### src/rtl/mc_ctrl_pkg.sv
// Shared types and encodings for the multi-cycle controller: FSM states,
// RV32 opcode constants, ALU operation and PC source codes.
package mc_ctrl_pkg;

  typedef enum logic [2:0] {
    FETCH  = 3'd0,
    DECODE = 3'd1,
    EXEC   = 3'd2,
    MEM    = 3'd3,
    WB     = 3'd4,
    TRAP   = 3'd5
  } state_t;

  localparam logic [6:0] OP_R    = 7'b0110011;
  localparam logic [6:0] OP_IALU = 7'b0010011;
  localparam logic [6:0] OP_LW   = 7'b0000011;
  localparam logic [6:0] OP_SW   = 7'b0100011;
  localparam logic [6:0] OP_BEQ  = 7'b1100011;
  localparam logic [6:0] OP_JAL  = 7'b1101111;

  localparam logic [2:0] ALU_AND = 3'b000;
  localparam logic [2:0] ALU_OR  = 3'b001;
  localparam logic [2:0] ALU_ADD = 3'b010;
  localparam logic [2:0] ALU_SUB = 3'b110;
  localparam logic [2:0] ALU_SLT = 3'b111;

  localparam logic [1:0] PC_SEQ    = 2'b00;
  localparam logic [1:0] PC_BRANCH = 2'b01;
  localparam logic [1:0] PC_JUMP   = 2'b10;

  function automatic logic is_mem_op(input logic [6:0] op);
    return (op == OP_LW) || (op == OP_SW);
  endfunction

endpackage

### src/rtl/mc_alu_dec.sv
// Combinational ALU-operation decoder; flags unknown opcodes and unsupported
// funct3 values on ALU instructions as illegal. Zero latency, no flow control.
module mc_alu_dec
  import mc_ctrl_pkg::*;
(
  input  logic [6:0] opcode,
  input  logic [2:0] funct3,
  input  logic       ins30,
  output logic [2:0] ALUop,
  output logic       illegal
);

  always_comb begin
    ALUop   = ALU_ADD;
    illegal = 1'b0;
    case (opcode)
      OP_R, OP_IALU: begin
        case (funct3)
          3'b111:  ALUop = ALU_AND;
          3'b110:  ALUop = ALU_OR;
          3'b010:  ALUop = ALU_SLT;
          // Only register-register add becomes sub; for addi bit 30 is immediate.
          3'b000:  ALUop = ((opcode == OP_R) && ins30) ? ALU_SUB : ALU_ADD;
          default: illegal = 1'b1;
        endcase
      end
      OP_LW, OP_SW, OP_JAL: ALUop = ALU_ADD;
      OP_BEQ:               ALUop = ALU_SUB;
      default:              illegal = 1'b1;
    endcase
  end

endmodule

### src/rtl/mc_ctrl.sv
// Multi-cycle RV32 subset controller (BEQ 3, R/I/SW/JAL 4, LW 5 cycles); each mem_ready-low
// cycle stalls one cycle, MEM_WAIT_MAX stalls trap. MC_CTRL_PERF_EN adds cycle/retire counters.
module mc_ctrl
  import mc_ctrl_pkg::*;
#(
  parameter int MEM_WAIT_MAX = 15
) (
  input  logic        clk,
  input  logic        rst_n,
  input  logic [31:0] ins,
  input  logic        zero,
  input  logic        mem_ready,
  output logic        mem_req,
  output logic        IRWrite,
  output logic        PCWrite,
  output logic        RegWrite,
  output logic        ALUSrc,
  output logic        MemRead,
  output logic        MemWrite,
  output logic        Mem2Reg,
  output logic        retire,
  output logic        trap,
  output logic [2:0]  ALUop,
  output logic [1:0]  PCSrc
`ifdef MC_CTRL_PERF_EN
  ,
  output logic [31:0] cycle_cnt,
  output logic [31:0] retire_cnt
`endif
);

  localparam int WW = (MEM_WAIT_MAX < 2) ? 1 : $clog2(MEM_WAIT_MAX);
  localparam logic [WW-1:0] WAIT_LAST = WW'(MEM_WAIT_MAX - 1);

  state_t       state, state_nxt;
  logic [6:0]   opcode_q;
  logic [2:0]   funct3_q;
  logic         ins30_q;
  logic [WW-1:0] wait_cnt;

  logic [6:0]   dec_op;
  logic [2:0]   dec_f3;
  logic         dec_i30;
  logic [2:0]   dec_aluop;
  logic         dec_illegal;
  logic         wait_last;
  logic         is_ialu, is_lw, is_sw, is_beq, is_jal;
  logic         unused_ins;

  assign unused_ins = ^{ins[31], ins[29:15], ins[11:7]};

  // The instruction word is only valid during DECODE; afterwards use the latched copy.
  assign dec_op  = (state == DECODE) ? ins[6:0]   : opcode_q;
  assign dec_f3  = (state == DECODE) ? ins[14:12] : funct3_q;
  assign dec_i30 = (state == DECODE) ? ins[30]    : ins30_q;

  mc_alu_dec u_alu_dec (
    .opcode  (dec_op),
    .funct3  (dec_f3),
    .ins30   (dec_i30),
    .ALUop   (dec_aluop),
    .illegal (dec_illegal)
  );

  assign is_ialu   = (opcode_q == OP_IALU);
  assign is_lw     = (opcode_q == OP_LW);
  assign is_sw     = (opcode_q == OP_SW);
  assign is_beq    = (opcode_q == OP_BEQ);
  assign is_jal    = (opcode_q == OP_JAL);
  assign wait_last = (wait_cnt == WAIT_LAST);

  always_ff @(posedge clk or negedge rst_n) begin
    if (!rst_n) begin
      state <= FETCH;
    end else begin
      state <= state_nxt;
    end
  end

  always_ff @(posedge clk or negedge rst_n) begin
    if (!rst_n) begin
      opcode_q <= '0;
      funct3_q <= '0;
      ins30_q  <= 1'b0;
    end else if (state == DECODE) begin
      opcode_q <= ins[6:0];
      funct3_q <= ins[14:12];
      ins30_q  <= ins[30];
    end
  end

  // Counts consecutive stalled cycles; any state change restarts it.
  always_ff @(posedge clk or negedge rst_n) begin
    if (!rst_n) begin
      wait_cnt <= '0;
    end else if (state_nxt != state) begin
      wait_cnt <= '0;
    end else if (((state == FETCH) || (state == MEM)) && !mem_ready) begin
      wait_cnt <= wait_cnt + 1'b1;
    end
  end

  always_comb begin
    state_nxt = state;
    mem_req   = 1'b0;
    IRWrite   = 1'b0;
    PCWrite   = 1'b0;
    RegWrite  = 1'b0;
    ALUSrc    = 1'b0;
    MemRead   = 1'b0;
    MemWrite  = 1'b0;
    Mem2Reg   = 1'b0;
    retire    = 1'b0;
    trap      = 1'b0;
    ALUop     = ALU_AND;
    PCSrc     = PC_SEQ;
    // Outputs are forced low for as long as reset is held, not just after an edge.
    if (rst_n) begin
      case (state)
        FETCH: begin
          mem_req = 1'b1;
          MemRead = 1'b1;
          IRWrite = mem_ready;
          if (mem_ready)      state_nxt = DECODE;
          else if (wait_last) state_nxt = TRAP;
        end
        DECODE: begin
          state_nxt = dec_illegal ? TRAP : EXEC;
        end
        EXEC: begin
          ALUop  = dec_aluop;
          ALUSrc = is_ialu || is_lw || is_sw;
          if (is_beq) begin
            PCWrite   = 1'b1;
            retire    = 1'b1;
            PCSrc     = zero ? PC_BRANCH : PC_SEQ;
            state_nxt = FETCH;
          end else if (is_mem_op(opcode_q)) begin
            state_nxt = MEM;
          end else begin
            state_nxt = WB;
          end
        end
        MEM: begin
          mem_req  = 1'b1;
          MemRead  = is_lw;
          MemWrite = is_sw;
          if (mem_ready) begin
            if (is_sw) begin
              PCWrite   = 1'b1;
              retire    = 1'b1;
              state_nxt = FETCH;
            end else begin
              state_nxt = WB;
            end
          end else if (wait_last) begin
            state_nxt = TRAP;
          end
        end
        WB: begin
          RegWrite  = 1'b1;
          PCWrite   = 1'b1;
          retire    = 1'b1;
          Mem2Reg   = is_lw;
          PCSrc     = is_jal ? PC_JUMP : PC_SEQ;
          state_nxt = FETCH;
        end
        TRAP: begin
          trap = 1'b1;
        end
        default: begin
          state_nxt = TRAP;
        end
      endcase
    end
  end

`ifdef MC_CTRL_PERF_EN
  always_ff @(posedge clk or negedge rst_n) begin
    if (!rst_n) begin
      cycle_cnt  <= '0;
      retire_cnt <= '0;
    end else begin
      if (state != TRAP) cycle_cnt  <= cycle_cnt + 32'd1;
      if (retire)        retire_cnt <= retire_cnt + 32'd1;
    end
  end
`endif

endmodule

### config.mk
export PLATFORM = sky130hd
export DESIGN_NAME = mc_ctrl
export DESIGN_NICKNAME = d
export VERILOG_FILES = /design/src/rtl/mc_ctrl_pkg.sv /design/src/rtl/mc_alu_dec.sv /design/src/rtl/mc_ctrl.sv
export SDC_FILE = /design/constraint.sdc
export NUM_CORES = 1
export LEC_CHECK = 0
export CAP_MARGIN = 20
export CORE_UTILIZATION = 45
export DETAILED_ROUTE_END_ITERATION = 8
export HOLD_SLACK_MARGIN = 0.12
export PLACE_DENSITY = 0.82
export RECOVER_POWER = 25
export SYNTH_ARGS = -nofsm -noshare
export SYNTH_HDL_FRONTEND = slang
export SYNTH_SLANG_ARGS = --single-unit
### constraint.sdc
create_clock -name clk -period 4.19 [get_ports clk]
set_input_delay 1.0475 -clock clk [delete_from_list [all_inputs] [get_ports clk]]
set_output_delay 1.0475 -clock clk [all_outputs]
set_load 0.01 [all_outputs]
# --- After elaboration in Yosys (flattened, before gate mapping) ---
# Index checks and enable logic that the tools add are counted.
totals:
  wordCells: 88
  romBits: 0
  out_inout_bits: 15
  in_bits: 36
  n_memories: 0
  ff_bits: 18
  mem_bits_rw: 0
  latch_bits: 0
op_classes:
  shifts: 0
  reduce_logical: 14
  n_eq_ne: 21
  bitwise_logic: 0
  div_mod_pow: 0
  addsub: 1
  multipliers: 0
  mux: 47
  order_cmp: 0
ops:
  columns: ["operator", "n"]
  rows:
  - ["two-way mux 3 bit", 12]
  - ["equality test 7 bit, second input constant", 4]
  - ["two-way mux 1 bit", 23]
  - ["equality test 7 x 6 -> 1 bit, second input constant", 3]
  - ["case mux 3 bit (6 select lines)", 1]
  - ["equality test 7 x 2 -> 1 bit, second input constant", 2]
  - ["equality test 7 x 5 -> 1 bit, second input constant", 2]
  - ["equality test 3 bit, second input constant", 4]
  - ["case mux 3 bit (4 select lines)", 1]
  - ["equality test 3 x 2 -> 1 bit, second input constant", 3]
  - ["two-way mux 4 bit", 2]
  - ["OR reduction 4 bit", 2]
  - ["two-way mux 7 bit", 1]
  - ["logical NOT 3 bit", 2]
  - ["case mux 3 bit (2 select lines)", 1]
  - ["adder 4 x 1 -> 4 bit, second input constant", 1]
  - ["equality test 4 bit, second input constant", 1]
  - ["logical OR 1 bit", 4]
  - ["two-way mux 2 bit", 2]
  - ["case mux 1 bit (2 select lines)", 2]
  - ["case mux 2 bit (2 select lines)", 1]
  - ["OR reduction 2 bit", 2]
  - ["equality test 3 x 1 -> 1 bit, second input constant", 1]
  - ["!= test 3 bit", 1]
  - ["other kinds (4)", 5]

# --- Depth between registers and ports, before layout ---
# Gate-level depths: netlist of the first run.
depth:
  depth_word: 11
  ltp_mapped: 8
  mapped_depth_nobuf: 7

# --- Cells and area by module ---
# Synthesis of the first run repeated with hierarchy kept, for this count alone.
unflattened:
  cells_unflattened: 139
  area_unflattened_um2: 1325.0
by_module_without_submodules:
  columns: ["mod", "n_inst", "area_each_um2", "seq_area_each_um2", "cells_per_inst"]
  rows:
  - ["mc_ctrl", 1, 1208.7, 450.4, 121]
  - ["mc_alu_dec", 1, 116.4, 0.0, 18]

# --- Worst setup path after synthesis of the first run ---
# OpenSTA, ideal clock, no wires.
synth_timing:
  path_kind: "input -> output"
  from: "in ins[0]"
  to: "out ALUop[2]"
  path_buffers: 0
  t_arrival_ns: 2.296
  stages: 4
  required_ns: 3.143
  path_slack_ns: 0.847
  cell_sequence: "nand2_1 or3_1 or4b_1 a311oi_2"
synth_via:
  elab_chain_cells: 8
  elab_cells_between_ends: 11
  classes_between: "3 x eq/ne; 6 x mux; 2 x reduce/logical"
synth_lines:
  columns: ["element", "line_no", "source"]
  rows:
  - ["start: declaration", "mc_ctrl.sv:10", "input logic [31:0] ins,"]
  - ["two-way mux 7 bit *", null, null]
  - ["equality test 7 x 6 -> 1 bit", "mc_alu_dec.sv:16, mc_alu_dec.sv:23", null]
  - ["logical AND 1 bit", "mc_alu_dec.sv:23", "3'b000: ALUop = ((opcode == OP_R) && ins30) ? ALU_SUB : ALU_ADD;"]
  - ["two-way mux 3 bit", "mc_alu_dec.sv:23", null]
  - ["case mux 3 bit (4 select lines)", "mc_alu_dec.sv:18", "case (funct3)"]
  - ["case mux 3 bit (2 select lines) *", "mc_alu_dec.sv:16", "case (opcode)"]
  - ["two-way mux 3 bit *", "mc_ctrl.sv:119", "case (state)"]
  - ["two-way mux 3 bit *", "mc_ctrl.sv:118", "if (rst_n) begin"]
  - ["end: declaration", "mc_ctrl.sv:23", "output logic [2:0] ALUop,"]
# Mark *: on every way between the ends. The rest lies on a longest branch, timed or not.

# --- Worst setup path in the final report of the first run ---
layout_timing:
  from: "in ins[6]"
  to: "out ALUop[1]"
layout_via:
  elab_chain_cells: 6
  elab_cells_between_ends: 8
  classes_between: "3 x eq/ne; 4 x mux; 1 x reduce/logical"
layout_lines:
  columns: ["element", "line_no"]
  rows:
  - ["two-way mux 7 bit *", null]
  - ["equality test 7 x 5 -> 1 bit / equality test 7 x 6 -> 1 bit (equally long branches)", "mc_alu_dec.sv:16"]
  - ["OR reduction 2 bit", "mc_alu_dec.sv:16"]
  - ["case mux 3 bit (2 select lines) *", "mc_alu_dec.sv:16"]
  - ["two-way mux 3 bit *", "mc_ctrl.sv:119"]
  - ["two-way mux 3 bit *", "mc_ctrl.sv:118"]
# Marks and branches as above.

==> results_dict.tcl, run 1 <==
set metrics [dict create \
    start_kind "input port" \
    cp_max_fo 2 \
    required_ns 3.14 \
    routed_wl_mm 3.30 \
    finalCriticalPeriod_ns 4.04 \
    initial_utilization_pct 48.3 \
    rows 19 \
    p_leak_nw 0.720 \
    synth_compound_area_share_pct 16.7 \
    finalSetupViolations 0 \
    endpoint_kind "output pin" \
    synthArstFlopShare_pct 100 \
    n_antenna_cell 0 \
    yosysWarnings 0 \
    drive_gt1_share_pct 15.1 \
    postSynthCellCount 150 \
    worst_slew_pin_slew_ns 0.503 \
    synth_xor_area_share_pct 3.91 \
    vias 1292 \
    maxCapViolCount 0 \
    clk_latency_ns 0.29 \
    clk_path_buf_depth 2 \
    status "finished clean" \
    antenna_found_initial 0 \
    grt_pass1_wl_mm 5.81 \
    final_area_mm2 0.00174 \
    cts_setup_buffers 0 \
    grt_overflow 0 \
    clock-sinks 18 \
    cts_root_buf "clkbuf_4" \
    drv_slew 0 \
    cellPowerDensity_mw_per_mm2 483 \
    dp_hpwl_mm 2.51 \
    cpPeakStageDelay_ns 0.47 \
    synth_nets 188 \
    drtAntennaViolNets 0 \
    wl_per_cell_um 15.2 \
    synth_cell_type_count 54 \
    io_buffer_count 29 \
    synth_edf_count 0 \
    via_per_inst 5.95 \
    die_w_um 56.6 \
    nets 226 \
    clock.fmax_mhz 248 \
    cts_made_buffers 3 \
    drc_errors 0 \
    ys.flop_type "dfrtp_1" \
    cp.arrival_ns 2.99 \
    synth-simple-area-share_pct 26.7 \
    synth.cell_area_mm2 0.00134 \
    worstPathCellList "clkdlybuf4s50_1 -> buf_4 -> or3_1 -> nor2_1 -> a31oi_1 -> or2_1 -> o21a_1 -> clkdlybuf4s50_1" \
    grt_pass1_vias 1293 \
    syn_to_final_growth_pct 29.3 \
    htree_levels 1 \
    clock_skew_ns 0.00421 \
    placed_area_mm2 0.00172 \
    place_ws_ns -0.224 \
    io_pins 51 \
    setup_slack_ns 0.155 \
    gr-usage-all-layers_pct 23.1 \
    crit_path_top_delay_cell "clkdlybuf4s50_1" \
    die_y_um 56.6 \
    yosysSeqAreaShare_pct 33.6 \
    synth_mux_area_share_pct 10.7 \
    avgSynthCellArea_um2 8.95 \
    cts.reportedPaths.clkPinSlew_ns 0.10 \
    synth_top_family_by_area "simple AND/OR/NAND/NOR gates" \
    cts_tree "built" \
    die_area_mm2 0.00321 \
    criticalPathCategory "in -> out" \
    crit_top_cell "clkdlybuf4s50_1" \
    slew_headroom_pct 66.4 \
    hold_viol_final 0 \
    drtIter0Drc 61 \
    rsz0062_at_grt "no" \
    hold_class "reg -> reg" \
    period_share_pct 96.3 \
    synth_fa_ha_area_share_pct 1.86 \
    grt_max_degree 25 \
    ys_ff_latch 18 \
    core_area_mm2 0.00278 \
    dr.pass1.iters 5 \
    peakVddDrop_v 0.000430 \
    gp_congestion 0.836 \
]
==> report_power, final <==
part / internal (W) / total (W) / switching (W)
logic: 0.000213 / 0.000430 / 0.000217
clock network: 0.0000335 / 0.0000872 / 0.0000538
registers: 0.000243 / 0.000322 / 0.0000788
total: 0.000489 / 0.000839 / 0.000350
==> cells in the mapped netlist, types with 2 or more instances <==
cell	instances	area (um2)
nand2_1	14	52.6
nor3_1	6	30.0
a31oi_1	3	18.8
o21ai_0	2	10.0
xnor2_1	2	17.5
o21a_1	3	22.5
buf_6	2	22.5
xor2_1	4	35.0
clkbuf_1	2	7.51
a21o_1	2	15.0
ha_1	2	25.0
nor2_1	15	56.3
nor2b_1	4	25.0
nor4b_1	4	35.0
mux2_4	3	45.0
buf_2	3	15.0
or3_1	5	31.3
or2_2	2	12.5
a21oi_1	4	20.0
mux2_1	6	67.6
mux2i_1	2	20.0
o311ai_1	2	17.5
nand3_1	2	10.0
dfrtp_1	18	450
nand2b_1	2	12.5
a311oi_1	2	17.5
nand4_1	2	12.5
inv_1	6	22.5
==> worst paths after layout <==
path                             start     endpoint  slack [ns]  depth (start not counted)
max                             ins[6]     ALUop[1]        0.15                          8
min                            ins30_q      ins30_q        0.52                          1
max reg2reg                opcode_q[3]  wait_cnt[1]        2.12                          5
min reg2reg                    ins30_q      ins30_q        0.52                          1
max in group asynchronous        rst_n  funct3_q[1]        2.80                          2
min in group asynchronous        rst_n  wait_cnt[3]        1.16                          2
==> logic make-up after synthesis <==
family | Yosys count
compound gates | 29
xor+xnor | 6
fa+ha+maj | 2
buf+inv | 17
flops | 18
mux | 12
simple gates | 66
==> registers in the layout, summed over array words and instances (netlist names) <==
| signal | flops |
|---|---|
| state | 3 |
| wait_cnt | 4 |
| ins30_q | 1 |
| opcode_q | 7 |
| funct3_q | 3 |
==> placed cells by master (no fill, tap or decap), types with 3 or more instances in the layout <==
cell	netlist	final
a21oi_1	4	4
a31oi_1	3	3
buf_4	1	14
clkbuf_4	0	3
clkdlybuf4s50_1	0	27
dfrtp_1	18	18
inv_1	6	6
mux2_1	6	6
mux2_4	3	3
nand2_1	14	14
nor2_1	15	15
nor2b_1	4	4
nor3_1	6	6
nor4b_1	4	4
o21a_1	3	3
or3_1	5	5
xor2_1	4	4
==> per-stage QoR <==
stage | total power (W) | hold WS [ns] | util (%) | setup TNS [ns] | cells
after global placement | 0.000724 | 0.481 | 61.7 | -0.195 | 214
after global routing | 0.000908 | 0.547 | 62.4 | 0 | 217
after detailed placement | 0.000750 | 0.485 | 61.7 | -0.224 | 214
after CTS | 0.000840 | 0.516 | 62.4 | 0 | 217
after floorplan | 0.000626 | 0.468 | - | 0 | 150
final | 0.000839 | 0.517 | 62.4 | 0 | 217
==> worst max-delay path, delay by kind of cell <==
kind	cells	cell delay [ns]
compound gates	2	0.27
buf+inv	3	1.02
simple gates	3	0.65
==> per-layer routing <==
| layer | wire length, um | up-vias | GRT usage [%] |
|---|---|---|---|
| met4 | 23 | 0 | 8.71 |
| li1 | - | 620 | - |
| met3 | 169 | 5 | 2.53 |
| met5 | 0 | - | 0 |
| met2 | 1760 | 45 | 40.5 |
| met1 | 1340 | 622 | 29.0 |
==> layout make-up <==
| cell class | count | area [um2] |
|---|---|---|
| sequential | 18 | 450 |
| multi-input combinational | 115 | 805 |
| inverter | 7 | 26.3 |
| clock buffer | 3 | 22.5 |
| fill | 265 | 1050 |
| tap | 31 | 38.8 |
| timing repair buffer | 43 | 393 |
==> repair_timing <==
action / 4_1_cts / 5_1_grt
setup endpoints to repair: 1 / 2
pin swaps: 0 / 0
hold buffers: 0 / 0
resized for setup: 1 / 3
(Power assumes the default switching activity.)
==> inputs of run 2 (changes only) <==
- SYNTH_HIERARCHICAL: unset -> 1
==> results_dict.tcl, run 2 <==
set metrics [dict create \
    status "finished clean" \
    yosysSeqAreaShare_pct 34.0 \
    io_pins 51 \
    finalSetupViolations 0 \
    ctsHoldBuffers 0 \
    ys_ff_latch 18 \
    final_common_cell "clkdlybuf4s50_1" \
    htree_levels 1 \
    final_cell_mix "clkdlybuf4s50_1 (27), dfrtp_1 (17), buf_4 (9), mux2_2 (8), nand2_1 (8)" \
    die_area_mm2 0.00317 \
    yosysWarnings 6 \
    synth_cell_type_count 53 \
    nets 213 \
    cts_made_buffers 3 \
    dr.pass1.iters 4 \
    final_area_mm2 0.00172 \
    synthArstFlopShare_pct 100 \
    top_regs "opcode_q (7), wait_cnt (4)" \
    drtAntennaViolNets 0 \
    swShare_pct 39.7 \
    synth.most_common_cell "dfrtp_1" \
    wl_per_cell_um 14.5 \
    grt_overflow 0 \
    finalPower_w 0.000807 \
    worst_slew_pin_slew_ns 0.523 \
    top_register "opcode_q" \
    start_kind "input port" \
    clock.fmax_mhz 246 \
    required_ns 3.14 \
    synth_common_cells "dfrtp_1 (18), mux2_2 (10), nand2_1 (8), nor2_1 (7), nand3_1 (6)" \
    routed_wl_mm 2.96 \
    synth_mux_area_share_pct 9.25 \
    grt_pass1_wl_mm 5.00 \
    comb_power_share_pct 49.4 \
    netlist.area_leader.share_pct 34.0 \
    core_area_mm2 0.00278 \
    cp.arrival_ns 3.02 \
    cts_root_buf "clkbuf_4" \
    p_leak_nw 0.713 \
    clk_latency_ns 0.29 \
    crit_start "ins[2]" \
    hold_viol_final 0 \
    synth_xor_area_share_pct 2.64 \
    synth_fa_ha_area_share_pct 1.89 \
    grt_max_degree 17 \
    endpoint_kind "output pin" \
    die_y_um 56.3 \
    gp_congestion 0.854 \
    die_w_um 56.3 \
    seqPwrFrac_pct 37.5 \
    period_share_pct 97.1 \
    hold_class "reg -> reg" \
    yosys.area.top_type "dfrtp_1" \
    clock_skew_ns 0.000360 \
    drtIter0Drc 26 \
    clk_path_buf_depth 2 \
    io_buffer_count 29 \
    criticalPathCategory "in -> out" \
    drive_gt1_share_pct 19.5 \
    ys_top_cells_by_area "dfrtp_1 (34%), mux2_2 (8.5%), nor2b_1 (2.4%)" \
    avgSynthCellArea_um2 9.53 \
    peakVddDrop_v 0.000435 \
    largest_register_ffs 7 \
    r2r_start "state[0]" \
    cts_tree "built" \
    syn_to_final_growth_pct 30.1 \
    synth_nets 177 \
    maxCapViolCount 0 \
    fillers 246 \
    rows 19 \
    finalCriticalPeriod_ns 4.07 \
    cellPowerDensity_mw_per_mm2 468 \
    slew_headroom_pct 65.1 \
    gr-usage-all-layers_pct 20.3 \
    pwr-share-clk_pct 13.1 \
    clock-sinks 18 \
    drc_errors 0 \
    synth_compound_area_share_pct 14.7 \
    synth_top_family_by_area "simple AND/OR/NAND/NOR gates" \
    initial_utilization_pct 47.6 \
    ys.flop_type "dfrtp_1" \
    antenna_found_initial 0 \
    placed_area_mm2 0.00168 \
    internal_power_w 0.000486 \
    drv_slew 0 \
    synth.cell_area_mm2 0.00133 \
    dp_hpwl_mm 2.37 \
    cts.reportedPaths.clkPinSlew_ns 0.10 \
    synth-simple-area-share_pct 32.5 \
    vias 1199 \
    p_sw_w 0.000320 \
    grt_pass1_vias 1158 \
    postSynthCellCount 139 \
    synth_edf_count 0 \
    cp_max_fo 4 \
    worstHoldStart "ins30_q" \
    n_antenna_cell 0 \
    via_per_inst 5.85 \
]
==> run 2: changes by cell type after synthesis, moves of 4 or more <==
cell	change
mux2_1	-6
nor4_1	+4
nand2_1	-6
nand3_1	+4
nor2_1	-8
mux2_2	+9
==> run 2: stage by stage <==
step / setup TNS (ns) / util [%] / hold slack [ns] / instances / setup slack, ns
after floorplan: 0 / - / 0.472 / 139 / 0.874
after global placement: 0 / 60.5 / 0.488 / 201 / 0.0847
after detailed placement: 0 / 60.5 / 0.501 / 201 / 0.0829
after CTS: 0 / 61.8 / 0.525 / 205 / 0.0689
after global routing: -0.0400 / 62.0 / 0.533 / 205 / -0.0400
final: 0 / 62.0 / 0.502 / 205 / 0.120
==> run 2: power by group through the flow <==
stage	logic, W	clock network, W	registers (W)
after floorplan	0.000305	0	0.000280
after global placement	0.000382	0	0.000301
after detailed placement	0.000397	0	0.000306
after CTS	0.000398	0.000110	0.000303
after global routing	0.000445	0.000116	0.000313
final	0.000398	0.000106	0.000302
==> run 2: layout make-up <==
class / count / area, um2 / share of cell area [%]
Inverter: 5 / 18.8 / 1.09
Sequential cell: 18 / 452 / 26.2
Clock buffer: 4 / 36.3 / 2.10
Tap cell: 31 / 38.8 / 2.25
Multi-Input combinational cell: 108 / 815 / 47.2
Timing Repair Buffer: 39 / 364 / 21.1
==> run 2: cells by family after synthesis <==
kind of cell / count (synthesis)
simple gates: 66
compound gates: 25
flops: 18
buf+inv: 13
mux: 11
xor+xnor: 4
fa+ha+maj: 2
==> run 2: per-layer routing <==
metal | track usage, % | part of all wire [%]
met5 | 0 | 0
met4 | 8.36 | 1.0
met3 | 3.00 | 3.9
met2 | 35.2 | 52
met1 | 25.1 | 43
==> run 2: final timing paths <==
path / depth (start not counted) / end / slack, ns
min: 1 / ins30_q / 0.50
max: 8 / ALUop[0] / 0.12
max reg2reg: 11 / wait_cnt[2] / 1.11
min reg2reg: 1 / ins30_q / 0.50
min in group asynchronous: 1 / state[0] / 1.04
max in group asynchronous: 2 / opcode_q[0] / 2.47
==> run 2: worst max-delay path, stage by stage <==
cell and delay, ns:
clkdlybuf4s50_1 0.41, mux2_2 0.31, nor4bb_2 0.30, buf_4 0.17, nand3_1 0.07, nor2_1 0.08, and2_1 0.12, clkdlybuf4s50_1 0.53
==> run 2: timing repair <==
action	4_1_cts	5_1_grt
setup buffers	0	0
gates resized for setup	0	3
setup endpoints to repair	0	2
==> inputs of run 3 (changes only) <==
- CORE_MARGIN: unset -> 1.5
==> results_dict.tcl, run 3 (synthesis results as in run 2) <==
set metrics [dict create \
    hold_class "reg -> reg" \
    grt_overflow 0 \
    gr-usage-all-layers_pct 19.1 \
    drive_gt1_share_pct 19.4 \
    nets 214 \
    peakVddDrop_v 0.000358 \
    vias 1205 \
    via_per_inst 5.85 \
    routed_wl_mm 2.97 \
    start_kind "input port" \
    regToRegSetupSlack_ns 1.23 \
    slew_headroom_pct 60.1 \
    criticalPathCategory "in -> out" \
    cts_tree "built" \
    placed_area_mm2 0.00169 \
    drc_errors 0 \
    n_antenna_cell 0 \
    cts_root_buf "clkbuf_4" \
    hold_viol_final 0 \
    rows 19 \
    grt_pass1_vias 1174 \
    initial_utilization_pct 47.6 \
    drtAntennaViolNets 0 \
    grt_max_degree 17 \
    clock-sinks 18 \
    die_area_mm2 0.00328 \
    cts_made_buffers 3 \
    endpoint_kind "output pin" \
    die_w_um 57.3 \
    gp_congestion 0.819 \
    clk_path_buf_depth 2 \
    finalCriticalPeriod_ns 4.05 \
    worst_slew_pin_slew_ns 0.599 \
    top_regs "opcode_q (7), wait_cnt (4)" \
    die_y_um 57.3 \
    cp.arrival_ns 3.00 \
    fin_tns_setup_ns 0 \
    final_cell_mix "clkdlybuf4s50_1 (27), dfrtp_1 (18), buf_4 (10), mux2_2 (8), nand2_1 (8)" \
    io_pins 51 \
    largest_register_ffs 7 \
    cts.reportedPaths.clkPinSlew_ns 0.10 \
    status "finished clean" \
    antenna_found_initial 0 \
    dp_hpwl_mm 2.34 \
    drtIter0Drc 50 \
    io_buffer_count 29 \
    cellPowerDensity_mw_per_mm2 468 \
    maxCapViolCount 0 \
    finalSetupViolations 0 \
    top_register "opcode_q" \
    syn_to_final_growth_pct 30.6 \
    rsz0062_at_grt "no" \
    final_area_mm2 0.00173 \
    wl_per_cell_um 14.4 \
    final_common_cell "clkdlybuf4s50_1" \
    dr.pass1.iters 4 \
    clock.fmax_mhz 247 \
    clk_latency_ns 0.29 \
    cp_max_fo 4 \
    required_ns 3.14 \
    grt_pass1_wl_mm 5.01 \
    htree_levels 1 \
    clock_skew_ns 0.00193 \
    drv_slew 0 \
    p_leak_nw 0.718 \
    core_area_mm2 0.00278 \
    period_share_pct 96.6 \
]
run 3: layout make-up:
type / instances / area [um2]
repair buffers: 40 / 372
well taps: 31 / 38.8
inverters: 5 / 18.8
multi-input cells: 108 / 815
flip-flops and latches: 18 / 450
clock buffers: 4 / 36.3
fillers: 214 / 1050
run 3: critical path, stage by stage:
cell,delay [ns]
clkdlybuf4s50_1,0.42
mux2_2,0.31
nor4bb_2,0.27
buf_4,0.16
nand3_1,0.07
nor2_1,0.08
and2_1,0.12
clkdlybuf4s50_1,0.53
run 3: worst paths after layout:
path	from	to	cells after the start
worst max register to register	state[1]	wait_cnt[3]	11
worst max-delay path	ins[2]	ALUop[0]	8
worst min register to register	ins30_q	ins30_q	1
min in group asynchronous	rst_n	state[0]	1
worst min-delay path	ins30_q	ins30_q	1
max in group asynchronous	rst_n	opcode_q[0]	2
run 3: metrics by stage:
step                hold WS (ns)  utilization [%]  total power (W)  setup WS (ns)  cells
floorplan                  0.472                -         0.000584          0.874    139
global placement           0.487             60.7         0.000689         0.0826    202
detailed placement         0.495             60.7         0.000703         0.0771    202
CTS                        0.519             62.0         0.000813         0.0685    206
global route               0.534             62.2         0.000871         0.0144    206
finish                     0.504             62.2         0.000810          0.143    206
run 3: per-layer routing:
layer / share of wire (%) / routed length, um / vias to the layer above / track usage [%]
met4: 0.20 / 6 / 0 / 5.65
met1: 45 / 1340 / 582 / 24.2
li1: - / - / 588 / -
met3: 4.9 / 146 / 2 / 2.49
met5: 0 / 0 / - / 0
met2: 50 / 1480 / 33 / 34.0
run 3: power by group:
| part | internal [W] | switching [W] | total, W |
|---|---|---|---|
| Combinational | 0.000200 | 0.000211 | 0.000411 |
| Sequential | 0.000237 | 0.0000573 | 0.000294 |
| Clock | 0.0000529 | 0.0000518 | 0.000105 |
| Total | 0.000490 | 0.000320 | 0.000810 |
run 3: what timing repair did:
item                                    CTS  global route
endpoints found under the setup margin    0             2
hold endpoints to repair                  0             0
hold buffers                              0             0
setup buffers                             0             0
gates resized for setup                   0             2
